File: src/rtl/dkong_dma_sequencer.sv
// dkong_dma_sequencer: single-channel memory-to-memory DMA for the Donkey Kong bus (slave window 7800h-780Fh).
// Define DMA_BURST_YIELD_EN to give the bus back to the CPU every BURST_LEN bytes.
package dkong_bus_pkg;
  typedef struct packed {
    logic [15:0] addr;
    logic [7:0]  dmaster;
    logic        rdn;
    logic        wrn;
    logic        inta;
  } Z80MasterBus;
  typedef struct packed {
    logic [7:0] dslave;
    logic       mwait;
  } Z80SlaveBus;
endpackage

module dkong_dma_sequencer
  import dkong_bus_pkg::*;
#(
  parameter int ACCESS_CYCLES = 2,
  parameter int BURST_LEN     = 16
) (
  input  logic        clk,
  input  logic        rst,
  input  logic        ena,
  input  Z80MasterBus s_ibus,
  output Z80SlaveBus  s_obus,
  output Z80MasterBus m_obus,
  input  Z80SlaveBus  m_ibus,
  input  logic        rdy,
  output logic        busrq,
  input  logic        busack,
  output logic        msel,
  output logic        busy,
  output logic        done
);
  typedef enum logic [3:0] {S_IDLE, S_REQ, S_RSET, S_RD, S_WSET, S_WR, S_NEXT, S_REL, S_YIELD} state_t;
  state_t      r_state, w_next;
  logic [15:0] r_src, r_dst;
  logic [13:0] r_cnt;
  logic [7:0]  r_data, w_rdata;
  logic [3:0]  r_acc, w_reg;
  logic        r_pending, r_abort, r_done, r_wrn_d, r_rdn_d;
  logic        w_wr, w_rd_stat, w_run, w_acc_end, w_last, w_yield, w_unused;

  assign w_reg     = s_ibus.addr[3:0];
  assign w_wr      = ena & ~s_ibus.wrn & r_wrn_d;
  assign w_rd_stat = ena & s_ibus.rdn & ~r_rdn_d & (w_reg == 4'd9);
  assign w_run     = r_state != S_IDLE && r_state != S_REL;
  // the strobe counter freezes while the slave holds mwait low
  assign w_acc_end = r_acc == 4'(ACCESS_CYCLES - 1) && m_ibus.mwait;
  assign w_last    = r_cnt == 14'd1 || r_abort;
  assign busy      = r_pending | w_run;
  assign done      = r_done;
  assign busrq     = w_run && r_state != S_YIELD;
  assign msel      = busrq && r_state != S_REQ;

`ifdef DMA_BURST_YIELD_EN
  logic [15:0] r_burst;
  assign w_yield  = r_burst == 16'(BURST_LEN - 1);
  assign w_unused = ^{s_ibus.addr[15:4], s_ibus.inta};
`else
  assign w_yield  = 1'b0;
  assign w_unused = ^{s_ibus.addr[15:4], s_ibus.inta, BURST_LEN[0]};
`endif

  always_ff @(posedge clk or posedge rst)
    if (rst) r_state <= S_IDLE;
    else     r_state <= w_next;

  always_comb begin
    w_next = r_state;
    case (r_state)
      S_IDLE:  w_next = (r_pending & rdy) ? S_REQ : S_IDLE;
      S_REQ:   w_next = busack ? S_RSET : S_REQ;
      S_RSET:  w_next = S_RD;
      S_RD:    w_next = w_acc_end ? S_WSET : S_RD;
      S_WSET:  w_next = S_WR;
      S_WR:    w_next = w_acc_end ? S_NEXT : S_WR;
      S_NEXT:  w_next = w_last ? S_REL : w_yield ? S_YIELD : S_RSET;
      S_YIELD: w_next = (r_acc == 4'd1) ? S_REQ : S_YIELD;
      default: w_next = S_IDLE;
    endcase
  end

  always_ff @(posedge clk or posedge rst)
    if (rst) begin
      r_src     <= '0;
      r_dst     <= '0;
      r_cnt     <= '0;
      r_data    <= '0;
      r_acc     <= '0;
      r_pending <= 1'b0;
      r_abort   <= 1'b0;
      r_done    <= 1'b0;
      r_wrn_d   <= 1'b1;
      r_rdn_d   <= 1'b1;
`ifdef DMA_BURST_YIELD_EN
      r_burst   <= '0;
`endif
    end else begin
      r_wrn_d <= s_ibus.wrn;
      r_rdn_d <= s_ibus.rdn;
      r_acc   <= (w_next != r_state) ? '0 : (r_state == S_YIELD || m_ibus.mwait) ? r_acc + 1'b1 : r_acc;
      if (r_state == S_RD && w_acc_end) r_data <= m_ibus.dslave;
      if (r_state == S_NEXT) begin
        r_src <= r_src + 1'b1;
        r_dst <= r_dst + 1'b1;
        r_cnt <= r_cnt - 1'b1;
      end
`ifdef DMA_BURST_YIELD_EN
      if (r_state == S_NEXT) r_burst <= (w_yield | w_last) ? '0 : r_burst + 1'b1;
`endif
      if (r_state == S_IDLE && w_next == S_REQ) r_pending <= 1'b0;
      if (w_rd_stat) r_done <= 1'b0;
      if (r_state == S_NEXT && w_next == S_REL) r_done <= 1'b1;
      if (r_state == S_REL) r_abort <= 1'b0;
      if (w_wr && !busy)
        case (w_reg)
          4'd0:    r_src[7:0]  <= s_ibus.dmaster;
          4'd1:    r_src[15:8] <= s_ibus.dmaster;
          4'd2:    r_dst[7:0]  <= s_ibus.dmaster;
          4'd3:    r_dst[15:8] <= s_ibus.dmaster;
          4'd4:    r_cnt[7:0]  <= s_ibus.dmaster;
          4'd5:    r_cnt[13:8] <= s_ibus.dmaster[5:0];
          default: ;
        endcase
      // ABORT outranks START; a running transfer only latches it
      if (w_wr && w_reg == 4'd8) begin
        if (s_ibus.dmaster[1]) begin
          if (w_run) r_abort <= 1'b1;
          else       r_pending <= 1'b0;
        end else if (s_ibus.dmaster[0] && !busy) begin
          if (r_cnt == 14'd0) r_done <= 1'b1;
          else begin
            r_pending <= 1'b1;
            r_done    <= 1'b0;
          end
        end
      end
    end

  always_comb begin
    w_rdata = 8'h00;
    case (w_reg)
      4'd0:    w_rdata = r_src[7:0];
      4'd1:    w_rdata = r_src[15:8];
      4'd2:    w_rdata = r_dst[7:0];
      4'd3:    w_rdata = r_dst[15:8];
      4'd4:    w_rdata = r_cnt[7:0];
      4'd5:    w_rdata = {2'b00, r_cnt[13:8]};
      4'd9:    w_rdata = {6'd0, r_done, busy};
      default: w_rdata = 8'h00;
    endcase
  end

  always_comb begin
    m_obus         = '0;
    m_obus.addr    = msel ? ((r_state == S_WSET || r_state == S_WR) ? r_dst : r_src) : 16'h0000;
    m_obus.dmaster = r_data;
    m_obus.rdn     = r_state != S_RD;
    m_obus.wrn     = r_state != S_WR;
    m_obus.inta    = 1'b1;
    s_obus.dslave  = (ena & ~s_ibus.rdn) ? w_rdata : 8'h00;
    s_obus.mwait   = 1'b1;
  end
endmodule

File: config.mk
export PLATFORM = sky130hd
export DESIGN_NAME = dkong_dma_sequencer
export DESIGN_NICKNAME = d
export VERILOG_FILES = /design/src/rtl/dkong_dma_sequencer.sv
export SDC_FILE = /design/constraint.sdc
export NUM_CORES = 1
export LEC_CHECK = 0
export BUFFER_PORTS_ARGS = -buffer_cell sky130_fd_sc_hd__buf_4
export CAP_MARGIN = 10
export CORE_MARGIN = 2
export CORE_UTILIZATION = 40
export CTS_CLUSTER_SIZE = 16
export DETAILED_ROUTE_END_ITERATION = 6
export PLACE_DENSITY = 0.63
export SLEW_MARGIN = 20
export SYNTH_ARGS = -nofsm -noshare
export SYNTH_HDL_FRONTEND = slang
export SYNTH_SLANG_ARGS = --single-unit
File: constraint.sdc
create_clock -name clk -period 4.15 [get_ports clk]
set_input_delay 0.415 -clock clk [delete_from_list [all_inputs] [get_ports clk]]
set_output_delay 0.415 -clock clk [all_outputs]
set_load 0.05 [all_outputs]
==> flow_summary_export.csv, run 1 <==
group,metric,value,unit
status,outcome,"complete, no violations",
floorplan,die_h,108.7,microns
floorplan,ios,81,
placement,gp_congestion,0.9337,
finish,drive_gt1_share,18.21,%
worst_setup_path,critical_path_class,"flip-flop to flip-flop",
placement,place_hpwl,9055,microns
global_routing,grt_max_degree,41,
timing,clock_skew,0.009203,ns
synth,synthDistinctLibCells,55,
synth,avgSynthCellArea,8.230,sq um
placement,preCtsSetupSlack,1.356,ns
routing,drtIter0Drc,275,
routing,viasPerCell,5.695,
floorplan,num_rows,38,
worst_setup_path,worstPathRequired,4.44,ns
finish,n_fill_cell,1087,
worst_setup_path,r2r_end,"r_cnt[3]",
worst_setup_path,worst_r2r_path_depth,5,
routing,dr.pass1.iters,5,
timing,setup_ws,1.308,ns
cts,cts_buffer_depth,2,
finish,ff_latch_area,1679,sq um
cts,clk_pin_slew,0.08,ns
floorplan,initial_core_util,40.64,%
cts,cts_tree,"built",
placement,dpl_cell_area,4910,sq um
floorplan,core,10790,sq um
power_and_ir_drop,peakVddDrop,666.5,uV
timing,hold_violations,0,
finish,multi_input_area,2496,sq um
global_routing,antenna_found_initial,0,
routing,wirelength,12640,microns
flow_run,cap_viol_max_count,0,
worst_hold_path,hold_end,"r_wrn_d",
global_routing,grt_use_total,22.67,%
routing,ant_nets,0,
synth,seq_area_frac_synth,38.28,%
timing,fin_worst_hold_slack,0.1745,ns
finish,post-route-util,47.59,%
routing,drc,0,
global_routing,grt_pass1_wl,20580,microns
finish,mostFrequentLayoutCell,"nand2_1",
synth,synth_edf_count,0,
floorplan,dieArea,11820,sq um
worst_hold_path,min_path_type,"input port to flip-flop",
cts,clock_latency,0.36,ns
cts,ctsResizeCount,0,
cts,root_buffer,"clkbuf_8",
synth,synth-seq-cells,67,
synth,ys.flop_type,"dfrtp_1",
worst_setup_path,reg2reg_setup_slack,1.31,ns
timing,drv_slew,0,
worst_hold_path,hp-start,"s_ibus[1]",
cts,cts.sinks,67,
worst_hold_path,holdPathStages,1,
global_routing,busiest_layer,"met2",
routing,avgRoutedWirePerCell,17.50,microns
global_routing,met2_usage,35.31,%
global_routing,grtUsageMet3,5.320,%
timing,grt_setup_unrepaired,"no",
synth,synthesis.area,4387,sq um
power_and_ir_drop,powerDensity,748.6,nW/um^2
finish,diodes,0,
power_and_ir_drop,p_leak,2.051,nW
worst_setup_path,critPathArrivalTime,3.13,ns
timing,tightest_slew,1.139,ns
timing,setup_viol_count_final,0,
worst_setup_path,end_kind,"flip-flop",
cts,htree_levels,3,
timing,period_minus_slack,2.842,ns
global_routing,global_route.usage.met1,31.41,%
global_routing,grt_pass1_vias,3933,
routing,vias,4112,
worst_setup_path,r2r_start,"r_state[1]",
global_routing,grt_overflow_total,0,
finish,final_cell_mix,"80 x nand2_1, 67 x buf_4, 65 x dfrtp_1",
cts,cts_hold_buf,0,
worst_setup_path,cp-start-kind,"flip-flop",
timing,max_freq,351.8,MHz
timing,period_share,68.49,%
synth,yosys_warnings,0,
finish,syn_to_final_growth,17.09,%
timing,relSlewSlack,23.50,%
timing,final.setup.tns,0,ns
synth,syn_inst,533,
placement,portBuffers,65,
worst_setup_path,path_max_fanout,23,
finish,num-nets-final,625,
floorplan,die_w,108.7,microns
cts,cts_buffers,9,
synth,synthArstFlopShare,100.0,%
finish,design_area,5136,sq um
cts,post-cts-setup-buffer-count,0,
[cells in the mapped netlist (3+ instances only)]
| master | count | area, sq um |
|---|---|---|
| nand2_1 | 80 | 300.3 |
| and3_1 | 5 | 31.28 |
| buf_1 | 3 | 11.26 |
| o21ai_0 | 30 | 150.1 |
| dfrtp_1 | 65 | 1627 |
| a221oi_1 | 8 | 70.07 |
| nor3_1 | 16 | 80.08 |
| mux2i_1 | 8 | 80.08 |
| a21oi_1 | 53 | 265.3 |
| ha_1 | 7 | 87.58 |
| and2_1 | 3 | 18.77 |
| nor3b_1 | 5 | 37.54 |
| nand4_1 | 12 | 75.07 |
| a31oi_1 | 3 | 18.77 |
| nor4_1 | 11 | 68.82 |
| buf_4 | 4 | 30.03 |
| xor2_1 | 16 | 140.1 |
| a22oi_1 | 6 | 45.04 |
| or3_1 | 3 | 18.77 |
| nor2_1 | 54 | 202.7 |
| clkbuf_1 | 18 | 67.56 |
| inv_1 | 15 | 56.30 |
| xnor2_1 | 29 | 254.0 |
| nand3b_1 | 3 | 22.52 |
| nand2b_1 | 5 | 31.28 |
| nand3_1 | 18 | 90.09 |
| mux2_2 | 10 | 112.6 |
| buf_2 | 10 | 50.05 |
[routing by layer]
| layer | vias up | routed length (microns) |
|---|---|---|
| met5 | - | 0 |
| met4 | 0 | 214 |
| met3 | 17 | 1063 |
| met2 | 187 | 5678 |
| met1 | 1956 | 5679 |
| li1 | 1952 | - |
[worst max-delay path: stages, from the launching register on]
cell and delay, ns:
dfrtp_1 0.59, or3_1 0.56, a2111oi_4 0.59, nand3_1 0.56, and3_1 0.37, nor2_1 0.10
[layout make-up]
type	count	share of cell area, %
flip-flops and latches	67	32.69
clock inverters	6	1.730
inverters	15	1.096
repair buffers	67	9.793
well taps	140	3.410
multi-input cells	417	48.60
clock buffers	10	2.680
[power breakdown]
group	internal [mW]	switching [mW]
Sequential	0.882	0.373
Combinational	0.677	1.28
Clock	0.355	0.274
[flip-flops by register name, indices dropped and copies added (netlist names)]
register	count
r_data	8
r_cnt	14
r_pending	1
r_acc	4
done	1
r_src	16
r_state	4
r_abort	1
r_dst	16
r_wrn_d	1
r_rdn_d	1
[worst max-delay path by stage]
stage | startpoint | endpoint | slack [ns] | depth (start not counted)
after floorplan | s_ibus[13] | s_obus[1] | 1.34 | 5
after global placement | r_state[1] | r_cnt[3] | 1.36 | 5
after detailed placement | r_state[1] | r_cnt[3] | 1.36 | 5
after CTS | r_state[1] | r_cnt[3] | 1.31 | 5
after global routing | r_state[1] | m_obus[13] | 1.06 | 4
final | r_state[1] | r_cnt[3] | 1.31 | 5
[cells by family after synthesis]
logic type	synth area share (%)
AO/OA/AOI/OAI	15.52
XOR/XNOR	8.984
adder cells (fa/ha/maj)	1.996
buffers and inverters	4.906
flip-flops	38.28
multiplexers	4.393
other	0.08549
AND/OR/NAND/NOR	25.84
[metrics by stage]
step,instances,power [mW]
6_report,722,3.845
5_1_grt,722,4.074
4_1_cts,722,3.852
3_5_place_dp,706,3.210
3_3_place_gp,706,3.172
2_1_floorplan,534,2.640
No activity file was read; power rests on OpenSTA's default activity.
==> inputs of run 2 (changes only) <==
--- a/config.mk
+++ b/config.mk
@@ -5,13 +5,14 @@
 export SDC_FILE = /design/constraint.sdc
 export NUM_CORES = 1
 export LEC_CHECK = 0
+export ABC_AREA = 1
 export BUFFER_PORTS_ARGS = -buffer_cell sky130_fd_sc_hd__buf_4
 export CAP_MARGIN = 10
 export CORE_MARGIN = 2
 export CORE_UTILIZATION = 40
 export CTS_CLUSTER_SIZE = 16
 export DETAILED_ROUTE_END_ITERATION = 6
-export PLACE_DENSITY = 0.63
+export PLACE_DENSITY = 0.62
 export SLEW_MARGIN = 20
 export SYNTH_ARGS = -nofsm -noshare
 export SYNTH_HDL_FRONTEND = slang
==> constraint.sdc (replaced) <==
create_clock -name clk -period 2.7 [get_ports clk]
set_input_delay 0.27 -clock clk [delete_from_list [all_inputs] [get_ports clk]]
set_output_delay 0.27 -clock clk [all_outputs]
set_load 0.05 [all_outputs]
==> flow_summary_export.csv, run 2 <==
group,metric,value,unit
synth,yosys_warnings,0,
global_routing,grt_overflow_total,0,
power_and_ir_drop,powerDensity,931.6,nW/um^2
worst_setup_path,r2r_start,"r_state[1]",
finish,post-route-util,48.89,%
power_and_ir_drop,p_total,5.402,mW
status,outcome,"finished with violations",
worst_setup_path,critPathArrivalTime,2.26,ns
finish,stdcell_count,933,
finish,mostFrequentLayoutCell,"nand2_1",
cts,cts_buffer_depth,2,
floorplan,core,11860,sq um
worst_setup_path,worstPathRequired,2.43,ns
worst_setup_path,r2r_end,"r_dst[6]",
worst_setup_path,crit_path_frequent_cell,"buf_4",
worst_setup_path,slowest_stage,"dfrtp_1",
synth,synth_compound_area_share,13.37,%
synth,synth_top_area_share,33.87,%
status,violations,"negative hold slack",
power_and_ir_drop,p_leak,2.839,nW
synth,synthArstFlopShare,100.0,%
timing,fin_worst_hold_slack,-0.004406,ns
worst_setup_path,path_max_fanout,9,
cts,clock_latency,0.35,ns
worst_hold_path,min_path_type,"input port to asynchronous set/reset pin",
worst_setup_path,path_buf_inv,3,
worst_setup_path,end_kind,"output port",
synth,synth_edf_count,0,
routing,dr.pass1.iters,5,
worst_setup_path,cp_top_family,"simple AND/OR/NAND/NOR gates",
worst_setup_path,critical_path_class,"flip-flop to output port",
cts,cts.sinks,67,
timing,period_minus_slack,2.530,ns
timing,period_share,93.70,%
worst_setup_path,worst_r2r_path_depth,9,
synth,ys.flop_type,"dfrtp_1",
cts,cts_buffers,9,
global_routing,grt_pass1_wl,23900,microns
routing,wl_met1,6610,microns
synth,yosys.area_share.simple,34.24,%
routing,wl_met2,6597,microns
synth,synth-xor-area-share,5.107,%
floorplan,ios,81,
routing,wirelength,14760,microns
timing,clock_skew,0.006890,ns
routing,avgRoutedWirePerCell,15.81,microns
synth,synth_top_family_by_area,"simple AND/OR/NAND/NOR gates",
floorplan,initial_core_util,40.49,%
timing,hold_violations,2,
cts,root_buffer,"clkbuf_16",
timing,setup_viol_count_final,0,
synth,synth.most_common_cell,"nand2_1",
placement,placedCellCount,914,
placement,portBuffers,65,
routing,drtIter0Drc,439,
routing,ant_nets,0,
cts,clk_pin_slew,0.05,ns
global_routing,grt_max_degree,68,
finish,diodes,0,
timing,setup_ws,0.1701,ns
finish,num-nets-final,829,
synth,synth_mux_area_share,0,%
synth,syn_inst,714,
synth,seq_area_frac_synth,34.97,%
floorplan,die_h,113.6,microns
routing,drc,0,
finish,reg_top3,"r_dst: 16 flops, r_src: 16 flops, r_cnt: 14 flops",
routing,highest_layer,"met4",
cts,htree_levels,3,
synth,post_synth_most_frequent_cells,"187 x nand2_1, 104 x inv_1, 93 x nor2_1",
finish,final_cell_mix,"187 x nand2_1, 102 x inv_1, 93 x nor2_1",
cts,cts_tree,"built",
placement,preCtsSetupSlack,0.4336,ns
floorplan,die_w,113.6,microns
worst_setup_path,crit_chain,"nor2_1, nand2_1, nand2_2, nor3_4, clkinvlp_4, buf_4, a211oi_1, buf_4",
power_and_ir_drop,peakVddDrop,351.7,uV
synth,yosys.area_share.adder,1.824,%
worst_setup_path,reg2reg_setup_slack,0.64,ns
timing,relSlewSlack,62.48,%
cts,cts_hold_buf,0,
flow_run,cap_viol_max_count,0,
floorplan,num_rows,40,
synth,ys_top_cells_by_area,"dfrtp_1 34%, nand2_1 15%, inv_1 8.1%",
global_routing,grt_pass1_vias,4603,
synth,avgSynthCellArea,6.726,sq um
synth,synthesis.area,4802,sq um
worst_setup_path,cp_slowest_stage_delay,0.45,ns
routing,vias,4955,
synth,yosysTopAreaCell,"dfrtp_1",
placement,place_hpwl,11070,microns
synth,synthDistinctLibCells,40,
timing,max_freq,395.3,MHz
global_routing,antenna_found_initial,0,
global_routing,grt_use_total,23.98,%
worst_setup_path,cp-start-kind,"flip-flop",
routing,viasPerCell,5.311,
timing,drv_slew,0,
floorplan,dieArea,12900,sq um
synth,synth-seq-cells,67,
placement,gp_congestion,0.9560,
timing,tightest_slew,0.5620,ns
finish,syn_to_final_growth,20.77,%
routing,met3WireLength,1222,microns
finish,drive_gt1_share,16.54,%
timing,grt_setup_unrepaired,"no",
run 2: changes by cell type in the layout (fill, tap and decap cells not counted), moves of 10 or more:
cell	change
xor2_1	+11
mux2_2	-10
a21oi_1	-34
nand3_1	+26
xnor2_1	-28
inv_1	+88
nor4_1	-10
o22ai_1	+14
nand2_1	+107
nor2_1	+39
run 2: through the flow:
stage | cell area [sq um] | TNS (ns)
global route | 5799 | 0
CTS | 5772 | 0
detailed placement | 5477 | 0
finish | 5799 | 0
floorplan | 4857 | -0.5742
global placement | 5477 | 0
run 2: cells by family (layout without fill, tap and decap cells):
kind of cell / after synthesis / count (layout)
AO/OA/AOI/OAI: 108 / 108
XOR/XNOR: 28 / 28
adder cells (fa/ha/maj): 7 / 7
buffers and inverters: 125 / 196
flip-flops: 67 / 67
other: 1 / 2
AND/OR/NAND/NOR: 378 / 378
run 2: area by class of cell:
class	instances	area (sq um)
fillers	1218	6062
multi-input cells	523	2678
flip-flops and latches	67	1680
repair buffers	72	553.0
inverters	108	409.1
clock buffers	11	242.7
well taps	147	183.9
clock inverters	5	52.55
run 2: worst reg2reg max path, stage by stage, from the launching register on:
cell and delay, ns:
dfrtp_1 0.45, inv_1 0.12, nor2_1 0.13, nand2_2 0.24
inv_2 0.31, nand2_1 0.12, nor2_1 0.20, nand3_1 0.11
xor2_1 0.20, a21oi_2 0.07
run 2: repair_timing:
action                                  4_1_cts  5_1_grt
setup buffers                                 0        3
gates resized for setup                       0        2
endpoints found under the setup margin        0       11
run 2: per-layer routing:
| metal | global-route usage, % | vias to the layer above |
|---|---|---|
| li1 | - | 2426 |
| met1 | 33.47 | 2327 |
| met2 | 37.25 | 180 |
| met3 | 4.145 | 22 |
| met4 | 9.431 | 0 |
| met5 | 0 | - |
run 2: how the worst max path moves through the flow:
stage                          start          to  slack [ns]  cells past startpoint
after floorplan           r_state[0]  m_obus[11]       -0.14                      7
after detailed placement  r_state[0]  m_obus[13]        0.43                      7
after global routing      r_state[2]  m_obus[12]        0.01                      9
after CTS                 r_state[0]  m_obus[13]        0.06                      7
final                     r_state[1]  m_obus[13]        0.17                      8
after global placement    r_state[0]  m_obus[20]        0.52                      7
run 2: power breakdown:
part | internal, mW | leakage (nW) | switching, mW | total (mW)
Combinational | 0.819 | 1.89 | 1.80 | 2.62
Clock | 0.735 | 0.145 | 0.470 | 1.21
Sequential | 1.27 | 0.800 | 0.307 | 1.58
Total | 2.82 | 2.84 | 2.58 | 5.40
